===== config.mk =====
export PLATFORM = sky130hd
export DESIGN_NAME = cu_command_arbiter_flat
export DESIGN_NICKNAME = d
export VERILOG_FILES = /design/src/rtl/cu_command_arbiter_pkg.sv /design/src/rtl/cu_command_arbiter_if.sv /design/src/rtl/cu_command_fifo.sv /design/src/rtl/cu_command_arbiter.sv /design/src/flat_wrapper.sv
export SDC_FILE = /design/constraint.sdc
export NUM_CORES = 2
export LEC_CHECK = 0
export BUFFER_PORTS_ARGS = -buffer_cell sky130_fd_sc_hd__buf_4
export CAP_MARGIN = 0
export CORE_MARGIN = 1
export CORE_UTILIZATION = 39
export CTS_CLUSTER_DIAMETER = 120
export DETAILED_ROUTE_END_ITERATION = 12
export PLACE_DENSITY = 0.59
export SLEW_MARGIN = 20
export SYNTH_ARGS = -nofsm -noshare
export SYNTH_HDL_FRONTEND = slang
export SYNTH_HIERARCHICAL = 1
export SYNTH_SLANG_ARGS = --single-unit
export TNS_END_PERCENT = 20

===== constraint.sdc =====
create_clock -name clock -period 12.49 [get_ports clock]
set_clock_uncertainty 0.05 [all_clocks]
set_input_delay 0.6245 -clock clock [delete_from_list [all_inputs] [get_ports clock]]
set_output_delay 0.6245 -clock clock [all_outputs]
set_load 0.01 [all_outputs]

===== src/rtl/cu_command_arbiter_pkg.sv =====
// Shared types for the CU command arbiter: command line, buffer status, grant and stats.
// The stats struct is only instantiated when CU_CMD_ARB_STATS_EN is defined.
package cu_command_arbiter_pkg;

    localparam int CMD_FIFO_DEPTH_DEFAULT     = 16;
    localparam int CMD_FIFO_AF_MARGIN_DEFAULT = 4;
    localparam int CREDIT_BITS_DEFAULT        = 8;

    typedef struct packed {
        logic        valid;
        logic [12:0] command;
        logic [7:0]  tag;
        logic [63:0] address;
    } CommandBufferLine;

    typedef struct packed {
        logic empty;
        logic alfull;
        logic full;
        logic valid;
    } BufferStatus;

    localparam BufferStatus BUFFER_STATUS_RESET = '{empty: 1'b1, alfull: 1'b0, full: 1'b0, valid: 1'b0};

    typedef enum logic {
        GRANT_READ  = 1'b0,
        GRANT_WRITE = 1'b1
    } CmdArbGrant;

    typedef struct packed {
        logic [63:0] read_issued;
        logic [63:0] write_issued;
        logic [63:0] stall;
    } CmdArbStats;

endpackage


===== src/rtl/cu_command_arbiter_if.sv =====
// Command/status bundle between the CU control block, the arbiter and the PSL side.
// Stats ports exist only when CU_CMD_ARB_STATS_EN is defined.
interface cu_command_arbiter_if #(
    parameter int CREDIT_BITS = 8
);
    import cu_command_arbiter_pkg::*;

    logic                   enabled_in;
    logic [CREDIT_BITS-1:0] croom_in;
    CommandBufferLine       read_command_in;
    CommandBufferLine       write_command_in;
    logic                   credit_return_in;

    BufferStatus            read_buffer_status;
    BufferStatus            write_buffer_status;
    CommandBufferLine       command_out;
    logic [CREDIT_BITS-1:0] credits_out;
    logic                   read_overflow;
    logic                   write_overflow;
`ifdef CU_CMD_ARB_STATS_EN
    logic [63:0]            read_issued_count;
    logic [63:0]            write_issued_count;
    logic [63:0]            stall_cycles;
`endif

    modport slave (
        input  enabled_in, croom_in, read_command_in, write_command_in, credit_return_in,
        output read_buffer_status, write_buffer_status, command_out, credits_out,
               read_overflow, write_overflow
`ifdef CU_CMD_ARB_STATS_EN
        , output read_issued_count, write_issued_count, stall_cycles
`endif
    );

    modport master (
        output enabled_in, croom_in, read_command_in, write_command_in, credit_return_in,
        input  read_buffer_status, write_buffer_status, command_out, credits_out,
               read_overflow, write_overflow
`ifdef CU_CMD_ARB_STATS_EN
        , input read_issued_count, write_issued_count, stall_cycles
`endif
    );

endinterface


===== src/rtl/cu_command_fifo.sv =====
// Synchronous command FIFO with registered status and a sticky overflow flag.
// An empty FIFO passes the incoming line straight to data_o so a same-cycle pop sees it.
module cu_command_fifo
    import cu_command_arbiter_pkg::*;
#(
    parameter int DEPTH     = CMD_FIFO_DEPTH_DEFAULT,
    parameter int AF_MARGIN = CMD_FIFO_AF_MARGIN_DEFAULT
) (
    input  logic             clock,
    input  logic             rstn,
    input  logic             push_i,
    input  CommandBufferLine data_i,
    input  logic             pop_i,
    input  logic             status_valid_i,
    output CommandBufferLine data_o,
    output logic             nonempty_o,
    output BufferStatus      status_o,
    output logic             overflow_o
);
    localparam int          AW       = $clog2(DEPTH);
    localparam int          AF_INT   = DEPTH - AF_MARGIN;
    localparam logic [AW:0] DEPTH_W  = DEPTH[AW:0];
    localparam logic [AW:0] AF_LEVEL = AF_INT[AW:0];
    localparam logic [AW:0] PTR_ONE  = {{AW{1'b0}}, 1'b1};

    CommandBufferLine mem_q [DEPTH];
    logic [AW:0]      wptr_q;
    logic [AW:0]      rptr_q;
    logic [AW:0]      count;
    logic             push_ok;
    BufferStatus      status_q;
    logic             overflow_q;

    // Pointer MSB separates full from empty when the low bits match.
    assign count      = wptr_q - rptr_q;
    assign nonempty_o = (count != '0);
    assign push_ok    = push_i & ((count != DEPTH_W) | pop_i);
    assign data_o     = nonempty_o ? mem_q[rptr_q[AW-1:0]] : data_i;
    assign status_o   = status_q;
    assign overflow_o = overflow_q;

    always_ff @(posedge clock) begin
        if (push_ok) begin
            mem_q[wptr_q[AW-1:0]] <= data_i;
        end
    end

    always_ff @(posedge clock or negedge rstn) begin
        if (!rstn) begin
            wptr_q     <= '0;
            rptr_q     <= '0;
            status_q   <= BUFFER_STATUS_RESET;
            overflow_q <= 1'b0;
        end else begin
            if (push_ok) begin
                wptr_q <= wptr_q + PTR_ONE;
            end
            if (pop_i) begin
                rptr_q <= rptr_q + PTR_ONE;
            end
            overflow_q      <= overflow_q | (push_i & ~push_ok);
            status_q.empty  <= (count == '0);
            status_q.alfull <= (count >= AF_LEVEL);
            status_q.full   <= (count == DEPTH_W);
            status_q.valid  <= status_valid_i;
        end
    end

endmodule


===== src/rtl/cu_command_arbiter.sv =====
// Buffers CU read/write commands and round-robins them onto the PSL command stream under credit control.
// Define CU_CMD_ARB_STATS_EN to add issued/stall 64-bit counters.
module cu_command_arbiter
    import cu_command_arbiter_pkg::*;
#(
    parameter int CMD_FIFO_DEPTH     = CMD_FIFO_DEPTH_DEFAULT,
    parameter int CMD_FIFO_AF_MARGIN = CMD_FIFO_AF_MARGIN_DEFAULT,
    parameter int CREDIT_BITS        = CREDIT_BITS_DEFAULT
) (
    input  logic                 clock,
    input  logic                 rstn,
    cu_command_arbiter_if.slave  bus
);
    localparam logic [CREDIT_BITS-1:0] CREDIT_ONE = {{(CREDIT_BITS-1){1'b0}}, 1'b1};

    CommandBufferLine       rd_in_q;
    CommandBufferLine       wr_in_q;
    CommandBufferLine       cmd_q;
    CommandBufferLine       rd_head;
    CommandBufferLine       wr_head;
    logic                   enabled_q;
    logic [CREDIT_BITS-1:0] credits_q;
    logic [CREDIT_BITS-1:0] credits_d;
    logic [CREDIT_BITS-1:0] croom_q;
    CmdArbGrant             last_grant_q;

    logic load;
    logic can_issue;
    logic rd_push;
    logic wr_push;
    logic rd_nonempty;
    logic wr_nonempty;
    logic rd_req;
    logic wr_req;
    logic grant_rd;
    logic grant_wr;
    logic issue;
    logic credit_ret;

    // Issue is held off on the credit-load cycle so the loaded value is never decremented early.
    assign load       = bus.enabled_in & ~enabled_q;
    assign can_issue  = bus.enabled_in & ~load & (credits_q != '0);
    assign credit_ret = bus.credit_return_in & bus.enabled_in & ~load;
    assign rd_push    = bus.enabled_in & rd_in_q.valid;
    assign wr_push    = bus.enabled_in & wr_in_q.valid;
    assign rd_req     = can_issue & (rd_nonempty | rd_push);
    assign wr_req     = can_issue & (wr_nonempty | wr_push);
    assign grant_wr   = wr_req & (~rd_req | (last_grant_q == GRANT_READ));
    assign grant_rd   = rd_req & ~grant_wr;
    assign issue      = grant_rd | grant_wr;

    cu_command_fifo #(
        .DEPTH     (CMD_FIFO_DEPTH),
        .AF_MARGIN (CMD_FIFO_AF_MARGIN)
    ) u_rd_fifo (
        .clock          (clock),
        .rstn           (rstn),
        .push_i         (rd_push),
        .data_i         (rd_in_q),
        .pop_i          (grant_rd),
        .status_valid_i (bus.enabled_in),
        .data_o         (rd_head),
        .nonempty_o     (rd_nonempty),
        .status_o       (bus.read_buffer_status),
        .overflow_o     (bus.read_overflow)
    );

    cu_command_fifo #(
        .DEPTH     (CMD_FIFO_DEPTH),
        .AF_MARGIN (CMD_FIFO_AF_MARGIN)
    ) u_wr_fifo (
        .clock          (clock),
        .rstn           (rstn),
        .push_i         (wr_push),
        .data_i         (wr_in_q),
        .pop_i          (grant_wr),
        .status_valid_i (bus.enabled_in),
        .data_o         (wr_head),
        .nonempty_o     (wr_nonempty),
        .status_o       (bus.write_buffer_status),
        .overflow_o     (bus.write_overflow)
    );

    always_comb begin
        credits_d = credits_q;
        if (load) begin
            credits_d = bus.croom_in;
        end else if (issue && !credit_ret) begin
            credits_d = credits_q - CREDIT_ONE;
        end else if (credit_ret && !issue && (credits_q < croom_q)) begin
            credits_d = credits_q + CREDIT_ONE;
        end
    end

    always_ff @(posedge clock or negedge rstn) begin
        if (!rstn) begin
            rd_in_q      <= '0;
            wr_in_q      <= '0;
            cmd_q        <= '0;
            enabled_q    <= 1'b0;
            credits_q    <= '0;
            croom_q      <= '0;
            last_grant_q <= GRANT_READ;
        end else begin
            rd_in_q       <= bus.read_command_in;
            rd_in_q.valid <= bus.enabled_in & bus.read_command_in.valid;
            wr_in_q       <= bus.write_command_in;
            wr_in_q.valid <= bus.enabled_in & bus.write_command_in.valid;
            enabled_q     <= bus.enabled_in;
            credits_q     <= credits_d;
            if (load) begin
                croom_q <= bus.croom_in;
            end
            cmd_q.valid <= 1'b0;
            if (issue) begin
                cmd_q        <= grant_wr ? wr_head : rd_head;
                cmd_q.valid  <= 1'b1;
                last_grant_q <= grant_wr ? GRANT_WRITE : GRANT_READ;
            end
        end
    end

    assign bus.command_out = cmd_q;
    assign bus.credits_out = credits_q;

`ifdef CU_CMD_ARB_STATS_EN
    CmdArbStats stats_q;

    always_ff @(posedge clock or negedge rstn) begin
        if (!rstn) begin
            stats_q <= '0;
        end else begin
            if (grant_rd) begin
                stats_q.read_issued <= stats_q.read_issued + 64'd1;
            end
            if (grant_wr) begin
                stats_q.write_issued <= stats_q.write_issued + 64'd1;
            end
            if ((rd_nonempty || wr_nonempty) && (credits_q == '0)) begin
                stats_q.stall <= stats_q.stall + 64'd1;
            end
        end
    end

    assign bus.read_issued_count  = stats_q.read_issued;
    assign bus.write_issued_count = stats_q.write_issued;
    assign bus.stall_cycles       = stats_q.stall;
`endif

endmodule

===== src/flat_wrapper.sv =====
// flat-port wrapper written by rule: the top's interface ports become plain ports
module cu_command_arbiter_flat import cu_command_arbiter_pkg::*;
#(
    parameter int CMD_FIFO_DEPTH     = CMD_FIFO_DEPTH_DEFAULT,
    parameter int CMD_FIFO_AF_MARGIN = CMD_FIFO_AF_MARGIN_DEFAULT,
    parameter int CREDIT_BITS        = CREDIT_BITS_DEFAULT
)
  (clock, rstn, bus_enabled_in, bus_croom_in, bus_read_command_in, bus_write_command_in, bus_credit_return_in, bus_read_buffer_status, bus_write_buffer_status, bus_command_out, bus_credits_out, bus_read_overflow, bus_write_overflow);
  cu_command_arbiter_if #(.CREDIT_BITS(CREDIT_BITS)) bus_i ();
  input  logic clock;
  input  logic rstn;
  input wire logic [$bits(bus_i.enabled_in)-1:0] bus_enabled_in;
  input wire logic [$bits(bus_i.croom_in)-1:0] bus_croom_in;
  input wire logic [$bits(bus_i.read_command_in)-1:0] bus_read_command_in;
  input wire logic [$bits(bus_i.write_command_in)-1:0] bus_write_command_in;
  input wire logic [$bits(bus_i.credit_return_in)-1:0] bus_credit_return_in;
  output wire logic [$bits(bus_i.read_buffer_status)-1:0] bus_read_buffer_status;
  output wire logic [$bits(bus_i.write_buffer_status)-1:0] bus_write_buffer_status;
  output wire logic [$bits(bus_i.command_out)-1:0] bus_command_out;
  output wire logic [$bits(bus_i.credits_out)-1:0] bus_credits_out;
  output wire logic [$bits(bus_i.read_overflow)-1:0] bus_read_overflow;
  output wire logic [$bits(bus_i.write_overflow)-1:0] bus_write_overflow;
  assign bus_i.enabled_in = bus_enabled_in;
  assign bus_i.croom_in = bus_croom_in;
  assign bus_i.read_command_in = bus_read_command_in;
  assign bus_i.write_command_in = bus_write_command_in;
  assign bus_i.credit_return_in = bus_credit_return_in;
  assign bus_read_buffer_status = bus_i.read_buffer_status;
  assign bus_write_buffer_status = bus_i.write_buffer_status;
  assign bus_command_out = bus_i.command_out;
  assign bus_credits_out = bus_i.credits_out;
  assign bus_read_overflow = bus_i.read_overflow;
  assign bus_write_overflow = bus_i.write_overflow;
  cu_command_arbiter #(.CMD_FIFO_DEPTH(CMD_FIFO_DEPTH), .CMD_FIFO_AF_MARGIN(CMD_FIFO_AF_MARGIN), .CREDIT_BITS(CREDIT_BITS)) u_core (.clock(clock), .rstn(rstn), .bus(bus_i));
endmodule

==> key figures <==
Run status
  – Outcome: complete, no violations

Setup path
  – Setup crit end kind: flop
  – Slowest CP cell: dfrtp_4
  – CP most frequent cell: buf_4
  – CP max FO: 60
  – Crit start category: flop
  – Critical Path RT: 12.92 ns
  – Max incr delay on CP: 1.00 ns
  – Crit path cell chain: inv_1 -> ha_1 -> a21oi_1 -> nand2_1 -> or3_1 -> a21oi_4 -> buf_4 -> inv_1 -> nor2_1 -> o21a_1 -> a2111o_1 -> nand3_1 -> nor2_4 -> buf_4 -> buf_4
  – Setup Crit Path Kind: flop to flop
  – Crit path DAT: 7.50 ns

Route
  – DR vias/cell: 5.44
  – Routed Antenna Nets: 0
  – Detailed-route via count: 54400
  – Drt pass-1 iters: 5
  – Drt wl/cell: 27.8 um
  – DRT iter0 DRCs: 4749
  – Final wirelength: 277000 um
  – DRC violations left: 0

Timing
  – Fmax: 0.141 GHz
  – Slew HR: 26.9%
  – Max-slew violation count: 0
  – Shortest period the worst path allows: 7.07 ns
  – Final setup TNS: 0 ns
  – Final setup viols: 0
  – Period utilization: 56.6%
  – Final hold slack: 0.221 ns
  – Setup ws final: 5.42 ns
  – Final hold vios: 0
  – RSZ-0062 raised after global routing: no
  – Worst Tran Pin Value: 1.10 ns

Floorplanning
  – Num ports: 288
  – Die height: 544 um
  – Die area: 296000 um2
  – Starting Density: 39.3%
  – Row count: 198
  – Core Box Area: 292000 um2
  – Die span in x: 544 um

Placed design
  – GPL Wtd Cong: 0.818
  – Port Buffer Count: 287
  – DP HPWL: 165000 um
  – Pre-CTS setup slack: 5.32 ns

Synth
  – Syn_nets: 5446
  – Avg Inst Size Synth: 21.9 um2
  – Synthesized cell area: 115000 um2
  – Yosys warnings: 6
  – Post-Synthesis Cells: 5236

Clock tree
  – CTS root buf: clkbuf_16
  – Clock slew seen by the registers of the worst setup and hold paths: 0.06 ns
  – CTS tree: done
  – Post-CTS sizing: 0
  – Post-CTS Setup Inserts: 0
  – Worst skew pair latency: 0.85 ns
  – CTS Hold Buffers Added: 183
  – Sink Count: 3026
  – Longest Clk Path Bufs: 4
  – TritonCTS buffer count: 309
  – CTS H-tree depth: 5

Pwr
  – Final Total Pwr: 29.2 mW
  – PwrDens: 219 nW/um2
  – P_leak: 43.8 nW
  – Maximum vdd drop: 0.186 mV

Global route
  – Gr ovfl total: 0
  – First-pass GRT wire length: 404000 um
  – Largest net degree at the start of global routing: 173
  – Antenna violations before repair: 11
  – GRT Overall Usage: 18.7%
  – Vias in the first global route: 57300

Job
  – Max Cap Viol: 0

Layout
  – Area growth syn-to-layout: 16.3%
  – Layout cells sized above 1: 28.0%
  – Post-layout net count: 6058

Worst hold path
  – Min-Delay Path Class: input port to flop
## stage by stage
step | cell area, um2 | std cells | utilization (%)
floorplan | 115000 | 5236 | -
global placement | 122000 | 9254 | 41.7
detailed placement | 122000 | 9254 | 41.7
CTS | 133000 | 9990 | 45.7
global route | 133000 | 9992 | 45.7
finish | 133000 | 9994 | 45.7
## routing by layer
layer	wire length, um	up-vias	track usage [%]
li1	-	23000	-
met1	117000	29500	25.4
met2	138000	1472	31.3
met3	14500	365	2.56
met4	7630	0	5.62
met5	0	-	0
## worst max-delay path, delay by kind of cell (launching register included)
family,cells,cell delay (ns)
AO/OA/AOI/OAI,4,1.14
buffers and inverters,5,2.21
flip-flops,1,1.00
AND/OR/NAND/NOR,5,1.89
adder cells (fa/ha/maj),1,0.26
## placed cells by master (no fill, tap or decap), types with 94 or more instances in the layout
| cell type | n |
|---|---|
| dfrtp_1 | 300 |
| dlygate4sd3_1 | 183 |
| nor2_1 | 98 |
| a21oi_1 | 94 |
| nand2_1 | 202 |
| clkbuf_16 | 320 |
| edfxtp_1 | 2720 |
| mux4_2 | 680 |
| a22oi_1 | 340 |
| mux2_2 | 136 |
| buf_4 | 401 |
## layout make-up
cell class,instances,area (um2)
fillers,24500,158000
flip-flops and latches,3026,89400
multi-input cells,1891,24200
clock buffers,406,8420
repair buffers,589,4940
well taps,3900,4880
clock inverters,147,1420
inverters,31,121
diodes,4,10.0
## final timing paths
kind,to,depth (start not counted),slack [ns],startpoint
worst max-delay path,u_core/u_rd_fifo/mem_q[14][51]$_DFFE_PP_,15,5.42,u_core/u_wr_fifo/rptr_q[1]$_DFFE_PN0P_
worst min-delay path,u_core/bus.credits_out[6]$_DFFE_PN0P_,5,0.22,bus_credit_return_in
worst max register to register,u_core/u_rd_fifo/mem_q[14][51]$_DFFE_PP_,15,5.42,u_core/u_wr_fifo/rptr_q[1]$_DFFE_PN0P_
worst min register to register,u_core/croom_q[0]$_DFFE_PN0P_,2,0.43,u_core/croom_q[0]$_DFFE_PN0P_
max in group asynchronous,u_core/u_rd_fifo/rptr_q[0]$_DFFE_PN0P_,5,9.36,rstn
min in group asynchronous,u_core/u_wr_fifo/wptr_q[0]$_DFFE_PN0P_,2,0.30,rstn
## flip-flops by register name, summed over array words and instances, names as in the netlist
| register | cells |
|---|---|
| u_core/bus.command_out | 86 |
| u_core/bus.credits_out | 8 |
| u_core/croom_q | 8 |
| u_core/enabled_q | 1 |
| u_core/last_grant_q | 1 |
| u_core/rd_in_q | 86 |
| u_core/u_rd_fifo/mem_q | 1360 |
| u_core/u_rd_fifo/overflow_o | 1 |
| u_core/u_rd_fifo/rptr_q | 5 |
| u_core/u_rd_fifo/status_o | 4 |
| u_core/u_rd_fifo/wptr_q | 5 |
| u_core/u_wr_fifo/mem_q | 1360 |
| u_core/u_wr_fifo/overflow_o | 1 |
| u_core/u_wr_fifo/rptr_q | 5 |
| u_core/u_wr_fifo/status_o | 4 |
| u_core/u_wr_fifo/wptr_q | 5 |
| u_core/wr_in_q | 86 |
## where the power goes
group	internal (mW)	switching [mW]	total, mW
sequential	11.5	0.581	12.1
combinational	3.53	4.53	8.07
clock	5.29	3.76	9.05
total	20.3	8.88	29.2
No activity file was read; power rests on OpenSTA's default activity.
